File: config.mk
export PLATFORM = sky130hd
export DESIGN_NAME = result_tx_streamer
export DESIGN_NICKNAME = d
export VERILOG_FILES = /design/src/rtl/result_tx_streamer.sv
export SDC_FILE = /design/constraint.sdc
export NUM_CORES = 1
export LEC_CHECK = 0
export CAP_MARGIN = 5
export CORE_ASPECT_RATIO = 1.25
export CORE_UTILIZATION = 45
export DETAILED_ROUTE_END_ITERATION = 16
export DONT_BUFFER_PORTS = 1
export PLACE_DENSITY = 0.63
export SLEW_MARGIN = 20
export SYNTH_ARGS = -nofsm -noshare
export SYNTH_HDL_FRONTEND = slang
export SYNTH_SLANG_ARGS = --single-unit
File: constraint.sdc
create_clock -name bclk -period 8.7 [get_ports bclk]
set_input_delay 0.435 -clock bclk [delete_from_list [all_inputs] [get_ports bclk]]
set_output_delay 0.435 -clock bclk [all_outputs]
set_load 0.02 [all_outputs]
File: src/rtl/result_tx_streamer.sv
// result_tx_streamer
//   Takes a snapshot of the flat N_ELEM x ELEM_W product matrix when load_i
//   pulses. It then streams the snapshot as bytes to uart_tx over the
//   start/busy handshake. Element 0 goes first. Within each element the bytes
//   go LSB-first, or MSB-first when MSB_FIRST is set.
//
//   Optional build macro: RESULT_TX_CHECKSUM_EN
//     defined   : one extra byte is sent after the data bytes. It is the XOR
//                 of all data bytes.
//     undefined : exactly N_ELEM*ELEM_W/8 bytes are sent.
//
// Ports
//   bclk        in   1              baud-domain clock
//   rst         in   1              asynchronous, active-high reset
//   load_i      in   1              capture result_i and start a stream (IDLE only)
//   result_i    in   N_ELEM*ELEM_W  element k at [k*ELEM_W +: ELEM_W]
//   tx_busy_i   in   1              uart_tx busy flag
//   tx_data_o   out  8              byte presented to uart_tx
//   tx_start_o  out  1              one-cycle start strobe to uart_tx
//   busy_o      out  1              stream in progress
//   done_o      out  1              one-cycle pulse after the final byte completes
//
// States
//   S_IDLE    | waiting for load_i
//   S_SEND    | byte ready, waiting for uart_tx to be idle before strobing
//   S_WAIT_HI | strobe issued, waiting for tx_busy_i to rise (byte accepted)
//   S_WAIT_LO | frame in flight, waiting for tx_busy_i to fall
//   S_DONE    | done_o pulse, back to idle

module result_tx_streamer #(
  parameter int N_ELEM    = 9,
  parameter int ELEM_W    = 16,
  parameter int MSB_FIRST = 0
) (
  input  logic                       bclk,
  input  logic                       rst,
  input  logic                       load_i,
  input  logic [N_ELEM*ELEM_W-1:0]   result_i,
  input  logic                       tx_busy_i,
  output logic [7:0]                 tx_data_o,
  output logic                       tx_start_o,
  output logic                       busy_o,
  output logic                       done_o
);

  localparam int BPE = ELEM_W / 8;
  localparam int NB  = N_ELEM * BPE;
`ifdef RESULT_TX_CHECKSUM_EN
  localparam int NB_TX = NB + 1;
`else
  localparam int NB_TX = NB;
`endif
  localparam int IDX_W = $clog2(NB_TX + 1);
  localparam logic [IDX_W-1:0] LAST_IDX = IDX_W'(NB_TX - 1);

  typedef enum logic [2:0] {
    S_IDLE    = 3'd0,
    S_SEND    = 3'd1,
    S_WAIT_HI = 3'd2,
    S_WAIT_LO = 3'd3,
    S_DONE    = 3'd4
  } state_t;

  state_t                     state_q, state_d;
  logic [N_ELEM*ELEM_W-1:0]   shadow_q, shadow_d;
  logic [IDX_W-1:0]           idx_q, idx_d;
  logic [7:0]                 tx_data_q, tx_data_d;
  logic                       tx_start_q, tx_start_d;
  logic                       busy_q, busy_d;
  logic                       done_q, done_d;
  logic [7:0]                 cur_byte;

  // Byte n of the stream, in transmit order, taken from a flat matrix.
  function automatic logic [7:0] pick(input logic [N_ELEM*ELEM_W-1:0] src,
                                      input int unsigned n);
    int unsigned e;
    int unsigned b;
    e = n / BPE;
    b = n % BPE;
    if (MSB_FIRST != 0) b = BPE - 1 - b;
    return src[e*ELEM_W + b*8 +: 8];
  endfunction

`ifdef RESULT_TX_CHECKSUM_EN
  logic [7:0] csum;

  always_comb begin
    csum = 8'h00;
    for (int k = 0; k < NB; k++) csum = csum ^ pick(shadow_q, k);
  end

  always_comb begin
    if (idx_q == IDX_W'(NB)) cur_byte = csum;
    else                     cur_byte = pick(shadow_q, 32'(idx_q));
  end
`else
  always_comb cur_byte = pick(shadow_q, 32'(idx_q));
`endif

  always_comb begin
    state_d    = state_q;
    shadow_d   = shadow_q;
    idx_d      = idx_q;
    tx_data_d  = tx_data_q;
    tx_start_d = 1'b0;
    busy_d     = busy_q;
    done_d     = 1'b0;

    case (state_q)
      S_IDLE: begin
        if (load_i) begin
          shadow_d = result_i;
          idx_d    = '0;
          busy_d   = 1'b1;
          // If uart_tx is already idle, strobe byte 0 straight from the
          // incoming matrix so the first start lands one cycle after load.
          if (!tx_busy_i) begin
            tx_data_d  = pick(result_i, 0);
            tx_start_d = 1'b1;
            state_d    = S_WAIT_HI;
          end else begin
            state_d = S_SEND;
          end
        end
      end
      S_SEND: begin
        if (!tx_busy_i) begin
          tx_data_d  = cur_byte;
          tx_start_d = 1'b1;
          state_d    = S_WAIT_HI;
        end
      end
      S_WAIT_HI: begin
        if (tx_busy_i) state_d = S_WAIT_LO;
      end
      S_WAIT_LO: begin
        if (!tx_busy_i) begin
          idx_d = idx_q + 1'b1;
          if (idx_q == LAST_IDX) begin
            busy_d  = 1'b0;
            done_d  = 1'b1;
            state_d = S_DONE;
          end else begin
            state_d = S_SEND;
          end
        end
      end
      S_DONE: begin
        state_d = S_IDLE;
      end
      default: begin
        state_d = S_IDLE;
      end
    endcase
  end

  always_ff @(posedge bclk or posedge rst) begin
    if (rst) begin
      state_q    <= S_IDLE;
      shadow_q   <= '0;
      idx_q      <= '0;
      tx_data_q  <= 8'h00;
      tx_start_q <= 1'b0;
      busy_q     <= 1'b0;
      done_q     <= 1'b0;
    end else begin
      state_q    <= state_d;
      shadow_q   <= shadow_d;
      idx_q      <= idx_d;
      tx_data_q  <= tx_data_d;
      tx_start_q <= tx_start_d;
      busy_q     <= busy_d;
      done_q     <= done_d;
    end
  end

  assign tx_data_o  = tx_data_q;
  assign tx_start_o = tx_start_q;
  assign busy_o     = busy_q;
  assign done_o     = done_q;

endmodule

After elaboration in Yosys (flattened, before gate mapping). Cells that the tools add are included.

Word-level logic and storage cells: 52. Bits in registers: 163. Bits in latches: 0. Output and inout bits: 11. Memories: 0. Bits of input ports: 148. RAM bits: 0. ROM bits: 0.

Div/mod/pow operators: 0. Add/subtract/negate cells: 2. Bitwise gates (word level): 0. Magnitude comparators: 0. Shift operators: 1. Eq/ne operators: 10. Multiplexer cells: 24. Multiply operators: 0. Reduce and logical (&&, ||, !) cells: 8.

Operators by type and width (count): indexed part select 144 x 10 -> 8 bit (1); 2-to-1 mux 8 bit (3); case mux 8 bit (2 select lines) (1); 2-to-1 mux 3 bit (5); inequality test 2 bit (second input constant) (6); case mux 3 bit (4 select lines) (1); AND reduction 4 bit (3); 2-to-1 mux 5 bit (2); case mux 5 bit (2 select lines) (1); adder 8 x 4 -> 9 bit (1); 2-to-1 mux 1 bit (8); == test 3 x 2 -> 1 bit (second input constant) (2); adder 5 x 1 -> 5 bit (second input constant) (1); == test 5 bit (second input constant) (1); case mux 1 bit (2 select lines) (2); nonzero test 2 bit (2); == test 3 x 1 -> 1 bit (second input constant) (1); zero test 3 bit (1); AND reduction 3 bit (1); 2-to-1 mux 2 bit (1); AND reduction 2 bit (1).

Depth between registers and ports, before layout.
Depth after elaboration: 4. Depth in mapped cells: 9.

Least setup slack after synthesis. No wires, ideal clock.

Path type: register -> register. Start point: register idx_q[1]. End point: register busy_q (netlist: busy_o). Setup slack: 6589 ps. Data required time: 8569 ps. Arrival time: 1979 ps. Clock period less this slack: 2111 ps. Path buffers: 3. Library setup time: 131 ps. Cell stages (with the launch flop): 9. Path through: dfrtp_1 -> buf_6 -> buf_6 -> buf_2 -> inv_1 -> ha_1 -> or4bb_2 -> nor4_1 -> nor2_1.

Longest elaborated chain between the ends: 3.

RTL lines: start: declaration (line 66) `logic [IDX_W-1:0] idx_q, idx_d;`; start signal: assignment (line 169) `idx_q <= idx_d;`; == test 5 bit (line 139) `if (idx_q == LAST_IDX) begin`; inequality test 2 bit (no line); AND reduction 4 bit (no line); end signal: assignment (line 172) `busy_q <= busy_d;`; end: declaration (line 69) `logic busy_q, busy_d;`.

No other way between the ends. A chain may end at the register's enable or synchronous reset.

Worst setup path in the final report.
Start point: register state_q[2]. End point: register shadow_q[55].

Longest elaborated chain between the ends: 2.

RTL lines: start: declaration (line 64) `state_t state_q, state_d;`; start signal: assignment (line 167) `state_q <= state_d;`; zero test 3 bit (line 109) `case (state_q)`; AND reduction 2 bit (no line); end signal: assignment (line 168) `shadow_q <= shadow_d;`; end: declaration (line 65) `logic [N_ELEM*ELEM_W-1:0] shadow_q, shadow_d;`.

No other way between the ends.

==> impl_metrics.json <==
{
  "synthTopCellsByArea": "dfrtp_1, mux2_2, mux2i_1, buf_4, mux4_4",
  "routabilityCongestion": 0.784,
  "clock_path_buffers": 2,
  "cap_viol_max_count": 0,
  "hold_class": "input pin to asynchronous set/reset pin",
  "cp.required_ns": 9.00,
  "initialDrtViolationCount": 182,
  "die_area_um2": 17400,
  "netlist-cell-type-count": 42,
  "ant_nets": 0,
  "setup_viol": 0,
  "finalSetupTns_ns": 0,
  "worst_setup_path_start_kind": "flip-flop",
  "cts_tree": "done",
  "fmax_mhz": 268,
  "netlist_instances": 543,
  "ys_ff_latch": 163,
  "syn_area_um2": 7580,
  "wl_per_cell_um": 21.7,
  "violations": "hold timing",
  "cellPowerDensity_nw_per_um2": 385,
  "p_leak_nw": 3.33,
  "ctsHoldBuffers": 0,
  "start_util_pct": 46.4,
  "end_kind": "flip-flop",
  "min_period_ns": 3.73,
  "crit_type": "flip-flop to flip-flop",
  "synth-seq-area-share_pct": 53.8,
  "synth_edf_count": 0,
  "grt_pass1_wl_um": 26000,
  "hold_viol": 22,
  "period_share_pct": 42.9,
  "hold_slack_ns": -0.0298,
  "status": "finished with violations",
  "numClockSinks": 163,
  "root_buffer": "clkbuf_16",
  "layout_commonest_cell": "dfrtp_1",
  "maxSlewHeadroom_pct": 36.1,
  "post_cts_resized": 0,
  "grt_max_degree": 89,
  "worstPathMaxFanout": 59,
  "regToRegSetupSlack_ns": 4.97,
  "mostFrequentLayoutCells": "dfrtp_1, mux2_2, mux2i_1, nor2_1, clkbuf_16",
  "place.detailed.hpwl_um": 12000,
  "synth_area_leader_cell": "dfrtp_1",
  "vias": 4303,
  "areaGrowthSynthToFinish_pct": 9.07,
  "port_buffers": 0,
  "io_pins": 159,
  "insertion_delay_ns": 0.42,
  "finalNetCount": 680,
  "cts_made_buffers": 17,
  "rsz0062_at_grt": "false",
  "grt_overflow": 0,
  "coreArea_um2": 16300,
  "die_x_um": 118,
  "viasPerCell": 5.66,
  "drtPass1Iterations": 4,
  "clk_pin_slew_ns": 0.06,
  "arrival_ns": 4.03,
  "dpl-instance-area_um2": 7620,
  "maxSlewViolCount": 0,
  "tightestPinTransition_ns": 0.956,
  "clock-skew-final_ns": 0.00683,
  "rows": 52,
  "post_cts_buffers": 0,
  "syn_nets": 693,
  "drive_above_1_share_pct": 37.0,
  "grtUsageTotal_pct": 20.1,
  "syn_avg_cell_area_um2": 14.0,
  "cts_max_level": 4,
  "design_area_um2": 8260,
  "grt_pass1_vias": 4675,
  "wl_um": 16500,
  "async_reset_ff_share_pct": 100,
  "die_h_um": 147,
  "peakVddDrop_v": 0.000156,
  "yosysWarnings": 0,
  "antenna_found_initial": 1,
  "synth_top_flop_cell": "dfrtp_1",
  "route.detailed.drc": 0,
  "synth_top_cell_area_share_pct": 53.8
}
## through the flow
step	setup slack (ns)	util, %	power (mW)	hold WS, ns	cells
2_1_floorplan	3.86	-	2.19	0.475	543
3_3_place_gp	5.00	46.7	2.36	0.440	727
3_5_place_dp	4.90	46.7	2.42	0.454	727
4_1_cts	4.90	50.6	3.23	0.00446	759
5_1_grt	4.68	50.6	3.38	0.0286	760
6_report	4.97	50.6	3.18	-0.0298	760
## routing by layer
layer	vias to the layer above	GRT usage (%)	share of wire (%)
li1	1966	-	-
met1	2199	23.4	40
met2	127	34.7	53
met3	11	6.25	6.5
met4	0	7.12	1.1
met5	-	0	0
## worst paths after layout
path / startpoint / to / depth (start not counted)
max: state_q[2] / shadow_q[55] / 5
min: rst / shadow_q[86] / 1
max reg2reg: state_q[2] / shadow_q[55] / 5
min reg2reg: shadow_q[132] / shadow_q[132] / 1
max in group asynchronous: rst / shadow_q[90] / 2
min in group bclk: tx_busy_i / state_q[2] / 1
## critical path: stages, from the launching register on
cell	delay, ns
dfrtp_1	0.54
or3b_1	0.47
nor2_4	0.74
buf_4	0.73
buf_4	0.69
mux2_2	0.41
## synthesized netlist by cell type, drive strengths merged, types with 4 or more instances
master  instances
a211oi         11
a21oi          11
a221oi          8
a22oi           8
buf            34
clkbuf          4
dfrtp         163
mux2          144
mux2i          56
mux4            8
nand2          12
nand3           9
nor2           28
o21ai           9
o22ai           8
## registers in the layout, indices dropped and copies added (netlist names)
name,flops
shadow_q,144
idx_q,5
tx_start_o,1
state_q,3
tx_data_o,8
busy_o,1
done_o,1
## kinds of logic (layout without fill, tap and decap cells)
logic type               after synthesis  after routing  share of synthesized area [%]
multiplexers                         208            208                           31.3
XOR/XNOR                               3              3                          0.347
flip-flops                           163            163                           53.8
other                                  0              1                              0
adder cells (fa/ha/maj)                2              2                          0.330
AO/OA/AOI/OAI                         59             59                           5.47
buffers and inverters                 41             41                           3.90
AND/OR/NAND/NOR                       67             67                           4.79
## layout make-up
cell class	count	area [um^2]
Fill cell	1378	8070
Tap cell	216	270
Antenna cell	1	2.50
Clock buffer	20	457
Clock inverter	12	179
Sequential cell	163	4080
Timing Repair Buffer	6	48.8
Inverter	3	16.3
Multi-Input combinational cell	339	3210
## power by group
group          leakage (nW)  total [mW]  internal [mW]  switching (mW)
clock                 0.303       0.795          0.496           0.298
combinational          1.08       0.977          0.556           0.421
sequential             1.94        1.41           1.13           0.277
total                  3.33        3.18           2.19           0.996
Note: power is estimated with default switching activity, not from simulation.
